--- config.mk ---
export PLATFORM = sky130hd
export DESIGN_NAME = bubbledrive8_flasharb_flat
export DESIGN_NICKNAME = d
export VERILOG_FILES = /design/src/rtl/bubbledrive8_flasharb_if.sv /design/src/rtl/bubbledrive8_flasharb.sv /design/src/flat_wrapper.sv
export SDC_FILE = /design/constraint.sdc
export NUM_CORES = 1
export LEC_CHECK = 0
export BUFFER_PORTS_ARGS = -buffer_cell sky130_fd_sc_hd__buf_4
export CORE_ASPECT_RATIO = 0.8
export CORE_MARGIN = 2
export CORE_UTILIZATION = 30
export CTS_CLUSTER_SIZE = 28
export DETAILED_ROUTE_END_ITERATION = 6
export GPL_TIMING_DRIVEN = 0
export PLACE_DENSITY = 0.51
export RECOVER_POWER = 50
export SLEW_MARGIN = 20
export SYNTH_ARGS = -nofsm -noshare
export SYNTH_HDL_FRONTEND = slang
export SYNTH_SLANG_ARGS = --single-unit
--- constraint.sdc ---
create_clock -name mclk_i -period 3.35 [get_ports mclk_i]
set_input_delay 0.335 -clock mclk_i [delete_from_list [all_inputs] [get_ports mclk_i]]
set_output_delay 0.335 -clock mclk_i [all_outputs]
set_load 0.05 [all_outputs]
--- src/rtl/bubbledrive8_flasharb_if.sv ---
// bubbledrive8_flasharb_if: request/grant, SPI master and flash pins of the flash arbiter.
interface bubbledrive8_flasharb_if;
    logic n_en_i, n_emu_req_i, n_usb_req_i;
    logic emu_ncs_i, emu_clk_i, emu_mosi_i;
    logic usb_ncs_i, usb_clk_i, usb_mosi_i;
    logic romio1_i;
    logic n_emu_gnt_o, n_usb_gnt_o, emu_miso_o, usb_miso_o;
    logic rom_ncs_o, rom_clk_o, rom_io0_o, rom_io0_oe_o;
    logic usb_timeout_o, busy_o;
    modport slave (
        input  n_en_i, n_emu_req_i, n_usb_req_i, emu_ncs_i, emu_clk_i, emu_mosi_i,
               usb_ncs_i, usb_clk_i, usb_mosi_i, romio1_i,
        output n_emu_gnt_o, n_usb_gnt_o, emu_miso_o, usb_miso_o,
               rom_ncs_o, rom_clk_o, rom_io0_o, rom_io0_oe_o, usb_timeout_o, busy_o
    );
    modport master (
        output n_en_i, n_emu_req_i, n_usb_req_i, emu_ncs_i, emu_clk_i, emu_mosi_i,
               usb_ncs_i, usb_clk_i, usb_mosi_i, romio1_i,
        input  n_emu_gnt_o, n_usb_gnt_o, emu_miso_o, usb_miso_o,
               rom_ncs_o, rom_clk_o, rom_io0_o, rom_io0_oe_o, usb_timeout_o, busy_o
    );
endinterface

--- src/rtl/bubbledrive8_flasharb.sv ---
// bubbledrive8_flasharb: non-preemptive SPI flash arbiter between emulator and USB masters,
// with a deselect guard between owners and an inactivity watchdog on the USB grant.
module bubbledrive8_flasharb #(
    parameter int unsigned GUARD_CYCLES = 8,
    parameter logic [23:0] USB_IDLE_MAX = 24'd4800000
) (
    input logic mclk_i,
    input logic nrst_i,
    bubbledrive8_flasharb_if.slave bus
);
    localparam logic [1:0] IDLE = 2'd0, GNT_EMU = 2'd1, GNT_USB = 2'd2, GUARD = 2'd3;
    localparam logic [7:0] GUARD_LOAD = 8'(GUARD_CYCLES - 1);
    localparam logic [23:0] WD_LAST = USB_IDLE_MAX - 24'd1;
    logic [1:0] state_q, state_d;
    logic [7:0] guard_q, guard_d;
    logic [23:0] wd_q, wd_d;
    logic lock_q, lock_d, usb_clk_q, usb_ncs_q;
    logic n_emu_gnt_q, n_usb_gnt_q, rom_ncs_q, rom_clk_q, rom_io0_q, rom_oe_q, usb_timeout_q;
    logic usb_act, wd_hit, emu_own, usb_own;
    always_comb begin
        usb_act = (bus.usb_clk_i != usb_clk_q) || (bus.usb_ncs_i != usb_ncs_q);
        wd_hit = (state_q == GNT_USB) && (wd_q == WD_LAST);
        state_d = state_q;
        case (state_q)
            IDLE:    state_d = (!bus.n_en_i && !bus.n_emu_req_i) ? GNT_EMU :
                               (!bus.n_en_i && !bus.n_usb_req_i && !lock_q) ? GNT_USB : IDLE;
            GNT_EMU: state_d = (bus.n_emu_req_i || bus.n_en_i) ? GUARD : GNT_EMU;
            GNT_USB: state_d = (bus.n_usb_req_i || bus.n_en_i || wd_hit) ? GUARD : GNT_USB;
            default: state_d = (guard_q == 8'd0) ? IDLE : GUARD;
        endcase
        guard_d = (state_d == GUARD && state_q != GUARD) ? GUARD_LOAD :
                  (state_q == GUARD && guard_q != 8'd0) ? guard_q - 8'd1 : guard_q;
        wd_d = ((state_d == GNT_USB && state_q != GNT_USB) || usb_act) ? 24'd0 :
               (&wd_q) ? wd_q : wd_q + 24'd1;
        // a timed-out USB requester stays locked out until it drops its request
        lock_d = !bus.n_usb_req_i && (lock_q || wd_hit);
        emu_own = state_d == GNT_EMU;
        usb_own = state_d == GNT_USB;
    end
    always_ff @(posedge mclk_i or negedge nrst_i) begin
        if (!nrst_i) begin
            state_q <= IDLE;
            guard_q <= 8'd0;
            wd_q <= 24'd0;
            lock_q <= 1'b0;
            usb_clk_q <= 1'b1;
            usb_ncs_q <= 1'b1;
            n_emu_gnt_q <= 1'b1;
            n_usb_gnt_q <= 1'b1;
            rom_ncs_q <= 1'b1;
            rom_clk_q <= 1'b0;
            rom_io0_q <= 1'b0;
            rom_oe_q <= 1'b0;
            usb_timeout_q <= 1'b0;
        end else begin
            state_q <= state_d;
            guard_q <= guard_d;
            wd_q <= wd_d;
            lock_q <= lock_d;
            usb_clk_q <= bus.usb_clk_i;
            usb_ncs_q <= bus.usb_ncs_i;
            n_emu_gnt_q <= !emu_own;
            n_usb_gnt_q <= !usb_own;
            rom_ncs_q <= emu_own ? bus.emu_ncs_i : usb_own ? bus.usb_ncs_i : 1'b1;
            rom_clk_q <= emu_own ? bus.emu_clk_i : usb_own ? bus.usb_clk_i : 1'b0;
            rom_io0_q <= emu_own ? bus.emu_mosi_i : usb_own ? bus.usb_mosi_i : 1'b0;
            rom_oe_q <= emu_own || usb_own;
            usb_timeout_q <= wd_hit;
        end
    end
    assign bus.n_emu_gnt_o = n_emu_gnt_q;
    assign bus.n_usb_gnt_o = n_usb_gnt_q;
    assign bus.rom_ncs_o = rom_ncs_q;
    assign bus.rom_clk_o = rom_clk_q;
    assign bus.rom_io0_o = rom_io0_q;
    assign bus.rom_io0_oe_o = rom_oe_q;
    assign bus.usb_timeout_o = usb_timeout_q;
    assign bus.busy_o = state_q != IDLE;
    assign bus.emu_miso_o = (state_q == GNT_EMU) ? bus.romio1_i : 1'b1;
    assign bus.usb_miso_o = (state_q == GNT_USB) ? bus.romio1_i : 1'b1;
endmodule

--- src/flat_wrapper.sv ---
// flat-port wrapper written by rule: the top's interface ports become plain ports
module bubbledrive8_flasharb_flat 
#(
    parameter int unsigned GUARD_CYCLES = 8,
    parameter logic [23:0] USB_IDLE_MAX = 24'd4800000
)
  (mclk_i, nrst_i, bus_n_en_i, bus_n_emu_req_i, bus_n_usb_req_i, bus_emu_ncs_i, bus_emu_clk_i, bus_emu_mosi_i, bus_usb_ncs_i, bus_usb_clk_i, bus_usb_mosi_i, bus_romio1_i, bus_n_emu_gnt_o, bus_n_usb_gnt_o, bus_emu_miso_o, bus_usb_miso_o, bus_rom_ncs_o, bus_rom_clk_o, bus_rom_io0_o, bus_rom_io0_oe_o, bus_usb_timeout_o, bus_busy_o);
  bubbledrive8_flasharb_if bus_i ();
  input logic mclk_i;
  input logic nrst_i;
  input wire logic [$bits(bus_i.n_en_i)-1:0] bus_n_en_i;
  input wire logic [$bits(bus_i.n_emu_req_i)-1:0] bus_n_emu_req_i;
  input wire logic [$bits(bus_i.n_usb_req_i)-1:0] bus_n_usb_req_i;
  input wire logic [$bits(bus_i.emu_ncs_i)-1:0] bus_emu_ncs_i;
  input wire logic [$bits(bus_i.emu_clk_i)-1:0] bus_emu_clk_i;
  input wire logic [$bits(bus_i.emu_mosi_i)-1:0] bus_emu_mosi_i;
  input wire logic [$bits(bus_i.usb_ncs_i)-1:0] bus_usb_ncs_i;
  input wire logic [$bits(bus_i.usb_clk_i)-1:0] bus_usb_clk_i;
  input wire logic [$bits(bus_i.usb_mosi_i)-1:0] bus_usb_mosi_i;
  input wire logic [$bits(bus_i.romio1_i)-1:0] bus_romio1_i;
  output wire logic [$bits(bus_i.n_emu_gnt_o)-1:0] bus_n_emu_gnt_o;
  output wire logic [$bits(bus_i.n_usb_gnt_o)-1:0] bus_n_usb_gnt_o;
  output wire logic [$bits(bus_i.emu_miso_o)-1:0] bus_emu_miso_o;
  output wire logic [$bits(bus_i.usb_miso_o)-1:0] bus_usb_miso_o;
  output wire logic [$bits(bus_i.rom_ncs_o)-1:0] bus_rom_ncs_o;
  output wire logic [$bits(bus_i.rom_clk_o)-1:0] bus_rom_clk_o;
  output wire logic [$bits(bus_i.rom_io0_o)-1:0] bus_rom_io0_o;
  output wire logic [$bits(bus_i.rom_io0_oe_o)-1:0] bus_rom_io0_oe_o;
  output wire logic [$bits(bus_i.usb_timeout_o)-1:0] bus_usb_timeout_o;
  output wire logic [$bits(bus_i.busy_o)-1:0] bus_busy_o;
  assign bus_i.n_en_i = bus_n_en_i;
  assign bus_i.n_emu_req_i = bus_n_emu_req_i;
  assign bus_i.n_usb_req_i = bus_n_usb_req_i;
  assign bus_i.emu_ncs_i = bus_emu_ncs_i;
  assign bus_i.emu_clk_i = bus_emu_clk_i;
  assign bus_i.emu_mosi_i = bus_emu_mosi_i;
  assign bus_i.usb_ncs_i = bus_usb_ncs_i;
  assign bus_i.usb_clk_i = bus_usb_clk_i;
  assign bus_i.usb_mosi_i = bus_usb_mosi_i;
  assign bus_i.romio1_i = bus_romio1_i;
  assign bus_n_emu_gnt_o = bus_i.n_emu_gnt_o;
  assign bus_n_usb_gnt_o = bus_i.n_usb_gnt_o;
  assign bus_emu_miso_o = bus_i.emu_miso_o;
  assign bus_usb_miso_o = bus_i.usb_miso_o;
  assign bus_rom_ncs_o = bus_i.rom_ncs_o;
  assign bus_rom_clk_o = bus_i.rom_clk_o;
  assign bus_rom_io0_o = bus_i.rom_io0_o;
  assign bus_rom_io0_oe_o = bus_i.rom_io0_oe_o;
  assign bus_usb_timeout_o = bus_i.usb_timeout_o;
  assign bus_busy_o = bus_i.busy_o;
  bubbledrive8_flasharb #(.GUARD_CYCLES(GUARD_CYCLES), .USB_IDLE_MAX(USB_IDLE_MAX)) u_core (.mclk_i(mclk_i), .nrst_i(nrst_i), .bus(bus_i));
endmodule
# [Yosys cells after proc, flatten, opt, wreduce, memory -nomap -nowiden]
# Cells that the tools add are included.
[totals] inputBits=12 regBits=44
[op_classes] n_eq_ne=12 n_reduce_logical=27 n_mux=18 add_sub_neg=2
[ops] op="$mux W24" n=2
[ops] op="$add A24 B1 Y24 const B" n=1
[ops] op="$eq A24 B23 Y1 const B" n=1
[ops] op="$reduce_and A24 Y1" n=1
[ops] op="$mux W8" n=2
[ops] op="$mux W1" n=9
[ops] op="$eq A2 B2 Y1 const B" n=4
[ops] op="$logic_and A1 B1 Y1" n=8
[ops] op="$logic_not A8 Y1" n=1
[ops] op="$mux W2" n=4
[ops] op="$reduce_bool A8 Y1" n=1
[ops] op="$sub A8 B1 Y8 const B" n=1
[ops] op="$logic_or A1 B1 Y1" n=7
[ops] op="$logic_not A1 Y1" n=6
[ops] op="$pmux W2 S3" n=1
[ops] op="$eq A2 B1 Y1 const B" n=2
[ops] op="$ne A2 B2 Y1 const B" n=2
[ops] op="$reduce_bool A2 Y1" n=2
[ops] op="$logic_not A2 Y1" n=1
[ops] op="$ne A1 B1 Y1" n=2
[ops] op="$ne A2 B1 Y1 const B" n=1

# [Longest topological paths before layout]
# Gate-level depths: netlist (run 1).
[logic_depth] ltp_word=10 mapped_depth=12 ltp_nobuf=10

# [Least setup slack after synthesis (run 1)]
# No wires, ideal clock.
[synth_timing] path_type="flip-flop to flip-flop" from="register u_core.wd_q[0]" to="register u_core.wd_q[17]" arrival_time_ps=2612 synth_period_minus_slack_ps=2692 setup_ps=79 path_stages_with_launch=11 setup_slack_ps=658 path_cell_list="dfrtp_1 -> ha_1 -> nand3_1 -> or3_1 -> o21ai_0 -> nand2_1 -> ha_1 -> a211oi_2 -> clkbuf_1 -> or2b_1 -> mux2i_1"
[synth_via] elab_chain_cells=9 elab_cells_between_ends=13 cone_classes="add/sub (1); eq/ne (3); mux (4); reduce/logical (5)"
[synth_rtl] item="from (decl)" line="bubbledrive8_flasharb.sv:16" rtl="logic [23:0] wd_q, wd_d;"
[synth_rtl] item="from (signal assigned)" line="bubbledrive8_flasharb.sv:58" rtl="wd_q <= wd_d;"
[synth_rtl] item="$eq A24 B23 Y1" line="bubbledrive8_flasharb.sv:22" rtl="wd_hit = (state_q == GNT_USB) && (wd_q == WD_LAST);"
[synth_rtl] item="$logic_and A1 B1 Y1" line="bubbledrive8_flasharb.sv:22"
[synth_rtl] item="$logic_or A1 B1 Y1" line="bubbledrive8_flasharb.sv:28" rtl="GNT_USB: state_d = (bus.n_usb_req_i || bus.n_en_i || wd_hit) ? GUARD : GNT_USB;"
[synth_rtl] item="$mux W1" line="bubbledrive8_flasharb.sv:28"
[synth_rtl] item="$pmux W2 S3" line="bubbledrive8_flasharb.sv:24" rtl="case (state_q)"
[synth_rtl] item="$eq A2 B2 Y1" line="bubbledrive8_flasharb.sv:33" rtl="wd_d = ((state_d == GNT_USB && state_q != GNT_USB) || usb_act) ? 24'd0 :"
[synth_rtl] item="$logic_and A1 B1 Y1" line="bubbledrive8_flasharb.sv:33"
[synth_rtl] item="$logic_or A1 B1 Y1" line="bubbledrive8_flasharb.sv:33"
[synth_rtl] item="$ne A2 B1 Y1 (no source line) / $mux W24 (equally long branches)"
# Several ways; a longest one is shown, not always the timed one. The select of a mux whose other input is x is not followed.
# A chain may end at the register's enable or synchronous reset.

# [Worst setup path after layout (run 1)]
[layout_timing] from="register u_core.wd_q[0]" to="register u_core.wd_q[23]"
# The elaborated chain is that of the path after synthesis.

==> results of run 1 <==
-- final cells by class --
| type | instances | area, sq um | area share, % |
|---|---|---|---|
| timing repair buffer | 21 | 135 | 4.60 |
| buffer | 7 | 47.5 | 1.62 |
| multi-input combinational | 201 | 1370 | 46.7 |
| clock buffer | 5 | 68.8 | 2.34 |
| sequential | 44 | 1110 | 37.7 |
| tap | 108 | 135 | 4.60 |
| inverter | 8 | 30.0 | 1.02 |
| clock inverter | 3 | 42.5 | 1.45 |
-- final timing paths --
check / startpoint / slack (ps) / to / cells past startpoint
max: u_core.wd_q[0] / 270 / u_core.wd_q[23] / 11
min: bus_usb_clk_i / 150 / u_core.usb_clk_q / 1
max reg2reg: u_core.wd_q[0] / 270 / u_core.wd_q[23] / 11
min reg2reg: u_core.guard_q[5] / 490 / u_core.guard_q[5] / 1
max in group asynchronous: nrst_i / 1250 / u_core.wd_q[11] / 1
min in group asynchronous: nrst_i / 730 / u_core.guard_q[0] / 1
-- power groups by stage --
| stage | sequential [uW] | clock [uW] | combinational [uW] |
|---|---|---|---|
| final | 686 | 415 | 560 |
| after detailed placement | 694 | 0 | 565 |
| after floorplan | 769 | 0 | 334 |
| after global routing | 698 | 456 | 627 |
| after global placement | 694 | 0 | 560 |
| after CTS | 685 | 421 | 568 |
-- synth_stat cells (all sizes together) (8+ instances only) --
master	number
a21oi	15
dfrtp	39
inv	8
mux2i	16
nand2	34
nand2b	13
nand3	12
nand4	11
nor2	10
nor3	8
-- cell families (layout without fill, tap and decap cells) --
family	count (synthesis)	after routing	synth area share, %
muxes	16	16	6.34
adders and majority gates	5	5	2.48
AOI/OAI and AO/OA	47	47	14.0
buffers and inverters	15	44	2.82
DFF	44	44	43.8
and+or+nand+nor	128	128	28.8
xor gates and xnor gates	5	5	1.73
-- worst max-delay path: stages, from the launching register on --
cell	delay, ps
dfrtp_1	460
ha_4	240
nand3_2	150
or3_1	430
o21ai_0	220
nand2_1	90
ha_1	290
a211oi_4	380
clkbuf_4	280
clkbuf_4	240
nand2_1	70
mux2i_1	120
-- state kept, by name (all words and copies together), names as in the netlist --
signal	flops
u_core.bus.rom_clk_o	1
u_core.guard_q	8
u_core.bus.rom_io0_oe_o	1
u_core.state_q	2
u_core.usb_clk_q	1
u_core.bus.n_usb_gnt_o	1
u_core.bus.usb_timeout_o	1
u_core.lock_q	1
u_core.wd_q	24
u_core.bus.n_emu_gnt_o	1
u_core.bus.rom_ncs_o	1
u_core.usb_ncs_q	1
u_core.bus.rom_io0_o	1
-- routing by layer --
metal | track usage [%] | up-vias | part of all wire, %
li1 | - | 1011 | -
met1 | 21.8 | 1006 | 52
met2 | 18.2 | 40 | 42
met3 | 3.50 | 4 | 4.9
met4 | 3.19 | 0 | 0.96
met5 | 0 | - | 0
-- repair_timing --
| item | in CTS | in global routing |
|---|---|---|
| gates resized for setup | 2 | 5 |
| pin swaps | 0 | 1 |
| cloned | 0 | 0 |
| setup endpoints to repair | 12 | 17 |
-- per-stage QoR --
stage               power [uW]  setup TNS, ps
finish                    1660              0
global route              1780              0
CTS                       1670              0
detailed placement        1260           -417
global placement          1250           -622
floorplan                 1100              0
==> metrics.md, run 1 <==
| Metric | Value |
|---|---|
| Status | complete, but fails checks |
| Failing checks | capacitance limit, slew limit |
| Hold_ws | 151 ps |
| Mapped Cells | 260 |
| CTS sink cnt | 44 |
| Nets | a little over 300 |
| CTS Root Cell | clkbuf_8 |
| Placed cell areas | between 0.002 and 0.003 sq mm |
| Most common cell after layout, fill and taps aside | dfrtp_1 |
| Total track usage | a little over an eighth |
| Rel. slew slack | -58.2% |
| Post-CTS Setup Inserts | 0 |
| Final hold violations | 0 |
| Routed vias | between 2k and 2.5k |
| Post-route DRC | 0 |
| Setup crit end kind | register |
| First-pass GRT wire length | around 10000 um |
| Post-Syn Nets | between 200 and 300 |
| Crit path DAT | 3300 ps |
| Worst VDD drop | around 310 uV |
| Clk pwr share | 25.0% |
| Yosys cell types | just under 50 |
| DRT iter0 DRCs | roughly 110 |
| Worst-margin pin slew | 2370 ps |
| Layout Cells excl Fill | 397 |
| Post-synth top flop | dfrtp_1 |
| Initial antenna violation count | 0 |
| Crit path kind | register to register |
| RSZ-0062 raised after global routing | false |
| Port-buffer cells | 21 |
| Core area | approximately 0.008 sq mm |
| EDFF count, synth | 0 |
| Core Rows | 29 |
| DPL Wire Length | 4200 um |
| Sequential element share of the synthesized area | between 40% and 50% |
| Width of the die | about 110 um |
| IO Pins | 22 |
| Initial Utilization | a little under a third |
| Final standard cell area without fillers | between 0.002 and 0.003 sq mm |
| Area Growth Syn to Fin | 16.3% |
| Synth top area share | 38.6% |
| Final Worst Setup Slack | ~270 ps |
| Via density | about 5.2 |
| Internal power | between 1000 and 1500 uW |
| Post-synthesis register bit count | 44 |
| Final wirelength | 5930 um |
| GP Congestion | approximately 0.87 |
| Combinational power share | 33.7% |
| Clock H-tree levels | 2 |
| # placed instances | about 390 |
| CP Launch Type | register |
| CP Max Fanout | 10 |
| Warnings from Yosys | 0 |
| Total CTS buffers | 5 |
| Most frequent cells in the layout | 39 x dfrtp_1, 34 x nand2_1, 16 x buf_4, 16 x mux2i_1, 15 x a21oi_1 |
| Die ar. | roughly 0.0092 sq mm |
| Final Slew Violations | 45 |
| Clock transition at path regs | approximately 100 ps |
| Net Switching | ~620 uW |
| Hold Crit Class | primary input to register |
| CTS tree | built |
| Hold-fix buffers at CTS | 0 |
| Syn_area_per_cell | 9.72 sq um |
| Leakage | ~0.0012 uW |
| ANT cells | 0 |
| MaxCap Viol Count | 1 |
| Largest area contributor in the netlist | dfrtp_1 |
| Final period util | 91.9% |
| Seq pwr share | around two fifths |
| Util after Layout | 36.5% |
| Layout fillers | roughly 840 |
| Largest net degree at the start of global routing | 45 |
| Critical Path RT | approximately 3600 ps |
| GR Overflow Total | 0 |
| CTS max path bufs | 2 |
| Vias in the first global route | ~1.9k |
| Switch share | 37.2% |
| Setup violators final | 0 |
| Die span in y | 86.1 um |
| Power Dens Cells | 565 mW/mm^2 |
| Asr flop ratio synth | 100% |
| Ratio of cells with drive above 1 in the final layout | between 10% and 20% |
| Clock insertion delay at the later pin of the skew report | ~310 ps |
| Post-Route Skew | 17.8 ps |
| Synthesized cell area | between 0.002 and 0.003 sq mm |
| DRT Pass-1 Iters | 5 |
| Top cells by area, synth | dfrtp_1 39%, mux2i_1 6.3%, dfstp_2 5.2%, nand2_1 5.1%, nand2b_1 3.2% |
| Maximum clock frequency | about 320 MHz |
| Post-DR wirelength/cell | roughly 15 um |
| Final Critical Period | just over 3000 ps |
| Detail Route Antenna Nets | 0 |
| Worst slack, placed | -101 ps |
Note: power is estimated with default switching activity, not from simulation.
==> run 2: changes to the inputs <==
- PLACE_DENSITY: 0.51 -> 0.52
- clock period: 3.35 -> 2.6 ns (I/O delays scaled with it)
==> run 2 against run 1 <==
Effect of this change: the flow finishes with violations (setup timing); final area up 8.4%; utilization grew 3.1 points; cell count rose by 4.0%; sequential power is 28% higher; routed wire length down 0.17%; maximum frequency is 17% higher; clock power up 8.9%; total power rose by 34%; die area unchanged; register-to-register slack lost 290 ps; critical endpoint is now u_core.wd_q[22]; largest cell class unchanged; largest power group is now combinational logic.
==> metrics.md, run 2 (synthesized netlist as in run 1, its figures left out) <==
| Metric | Value |
|---|---|
| Status | complete, but fails checks |
| Failing checks | setup timing |
| Layout fillers | 821 (-1.8%) |
| Worst path slowest cell | or4_4 |
| RR Startpoint | u_core.guard_q[2] |
| Reg2Reg Depth | 9 (-2) |
| Critical Path RT | 2810 ps (-760 ps) |
| Final hold violations | 0 (unchanged) |
| Worst-margin pin slew | 802 ps (-1570 ps) |
| Seq pwr share | 39.4% (-1.9 points) |
| Internal power | 1400 uW (+34%) |
| CTS sink cnt | 44 (unchanged) |
| Clock H-tree levels | 2 (unchanged) |
| CTS tree | built |
| Total track usage | 13.5% (-0.29 points) |
| Area Growth Syn to Fin | 26.2% |
| Maximum clock frequency | 381 MHz (+17%) |
| Clock transition at path regs | 80 ps (-20 ps) |
| Port-buffer cells | 21 (unchanged) |
| Crit path cell chain | or4_4 > nor2b_4 > nand2_2 > a21o_1 > ha_4 > a211oi_4 > buf_6 > clkinvlp_4 > nor3b_2 |
| Final Critical Period | 2620 ps (-455 ps) |
| DPL Wire Length | 4100 um (-2.4%) |
| GP Congestion | 0.838 (-3.5%) |
| IO Pins | 22 (unchanged) |
| Max reg flops | 24 (unchanged) |
| Rel. slew slack | 45.1% (+100 points) |
| Core Rows | 29 (unchanged) |
| Leakage | 0.00128 uW (+8.8%) |
| Setup crit end kind | register |
| Clk pwr share | 20.3% (-4.7 points) |
| Die span in y | 86.1 um (unchanged) |
| Post-Route Skew | 7.45 ps (-10.3 ps) |
| Worst Hold Path Cells | 1 (unchanged) |
| Final Worst Setup Slack | -24.9 ps (-295 ps) |
| Hold endpoint | u_core.usb_clk_q |
| Crit path DAT | 2830 ps (-470 ps) |
| Crit-path max cell delay | 570 ps (+110 ps) |
| Storage element area | 0.00111 sq mm (+0.34%) |
| Buf+Inv Stages, Crit Path | 2 (unchanged) |
| Setup violators final | 3 (+3) |
| RSZ-0062 raised after global routing | true |
| Final standard cell area without fillers | 0.00319 sq mm (+8.4%) |
| Initial Utilization | 31.4% (unchanged) |
| Routed vias | 2084 (+1.1%) |
| Nets | 321 (+5.2%) |
| Width of the die | 107 um (unchanged) |
| Routed met1 length | 3150 um (+2.2%) |
| CP Launch Type | register |
| Crit path kind | register to register |
| First-pass GRT wire length | 9870 um (+0.21%) |
| Worst slack, placed | -561 ps (-460 ps) |
| Worst VDD drop | 333 uV (+7.8%) |
| Core area | 0.00806 sq mm (unchanged) |
| GR Overflow Total | 0 (unchanged) |
| Final Total Pwr | 2230 uW (+34%) |
| Switch share | 37.3% (+0.14 points) |
| Largest Register | u_core.wd_q |
| DRT Pass-1 Iters | 4 (-1) |
| Most frequent cells in the layout | 36 x dfrtp_1, 34 x buf_4, 33 x nand2_1, 16 x mux2i_1 |
| CTS Root Cell | clkbuf_8 |
| Total CTS buffers | 5 (unchanged) |
| Hold_ws | 90.7 ps (-60.0 ps) |
| Biggest regs | u_core.wd_q (24), u_core.guard_q (8), u_core.state_q (2) |
| Largest net degree at the start of global routing | 45 (unchanged) |
| Most common cell after layout, fill and taps aside | dfrtp_1 |
| Hold_sp | bus_usb_clk_i |
| Worst R2R Setup Slack | -20 ps (-290 ps) |
| Power Dens Cells | 700 mW/mm^2 (+24%) |
| ANT cells | 0 (unchanged) |
| CTS max path bufs | 2 (unchanged) |
| CP delay by family, top | simple AND/OR/NAND/NOR gates |
| Vias in the first global route | 1939 (+4.7%) |
| Hold Crit Class | primary input to register |
| MaxCap Viol Count | 0 (-1) |
| Post-route DRC | 0 (unchanged) |
| Combinational power share | 40.3% (+6.6 points) |
| Net Switching | 833 uW (+35%) |
| Via density | 5.05 (-2.8%) |
| Ratio of cells with drive above 1 in the final layout | 27.2% (+11 points) |
| DRT iter0 DRCs | 144 (+30%) |
| Met2 wire length | 2530 um (+1.1%) |
| Area of the multi-input gates | 0.00146 sq mm (+6.2%) |
| Post-DR wirelength/cell | 14.3 um (-4.0%) |
| Die ar. | 0.00918 sq mm (unchanged) |
| Final Slew Violations | 0 (-100%) |
| Clock insertion delay at the later pin of the skew report | 290 ps (-20 ps) |
| Initial antenna violation count | 0 (unchanged) |
| CP Max Fanout | 7 (-3) |
| DR WL met3 | 187 um (-36%) |
| Final wirelength | 5920 um (-0.17%) |
| Util after Layout | 39.6% (+3.1 points) |
| Final period util | 101% (+9.0 points) |
| R2r endpoint | u_core.wd_q[22] |
| Top routing layer in use | met4 |
| Placed cell areas | 0.00284 sq mm (+0.67%) |
| Detail Route Antenna Nets | 0 (unchanged) |
-- run 2: how the worst max path moves through the flow --
stage	start	end	slack, ps	cells past startpoint
after floorplan	u_core.guard_q[3]	u_core.wd_q[17]	6	9
after global placement	u_core.wd_q[0]	u_core.wd_q[23]	-550	11
after detailed placement	u_core.wd_q[0]	u_core.wd_q[13]	-560	11
after CTS	u_core.wd_q[0]	u_core.wd_q[7]	10	10
after global routing	u_core.guard_q[2]	u_core.wd_q[7]	-140	9
final	u_core.guard_q[2]	u_core.wd_q[22]	-20	9
-- run 2: power by group through the flow --
stage	Clock, uW	Combinational (uW)	Sequential, uW
2_1_floorplan	0	435	993
3_3_place_gp	0	727	894
3_5_place_dp	0	730	895
4_1_cts	473	863	879
5_1_grt	504	990	896
6_report	452	899	880
-- run 2: cell type report --
class                      instances  area share (%)
multi-input combinational        201            45.7
clock buffer                       6            2.59
clock inverter                     2           0.471
tap                              108            4.24
inverter                           8            1.06
buffer                             7            2.12
sequential                        44            34.9
timing repair buffer              37            8.91
-- run 2: timing repair --
item / 4_1_cts / 5_1_grt
setup endpoints to repair: 24 / 23
resized for setup: 22 / 9
gates cloned: 1 / 0
pin swaps: 6 / 5
buffers inserted: 12 / 4
hold buffers: 1 / 0
endpoints found under the hold margin: 39 / 0
-- run 2: metrics by stage --
stage,instances,setup TNS (ps)
2_1_floorplan,260,0
3_3_place_gp,389,-9740
3_5_place_dp,389,-9920
4_1_cts,411,0
5_1_grt,413,-1590
6_report,413,-33.1
-- run 2: layer usage --
layer  up-vias  track usage [%]
li1       1043                -
met1       997             20.9
met5         -                0
met2        38             19.3
met4         0             2.83
met3         6             2.51
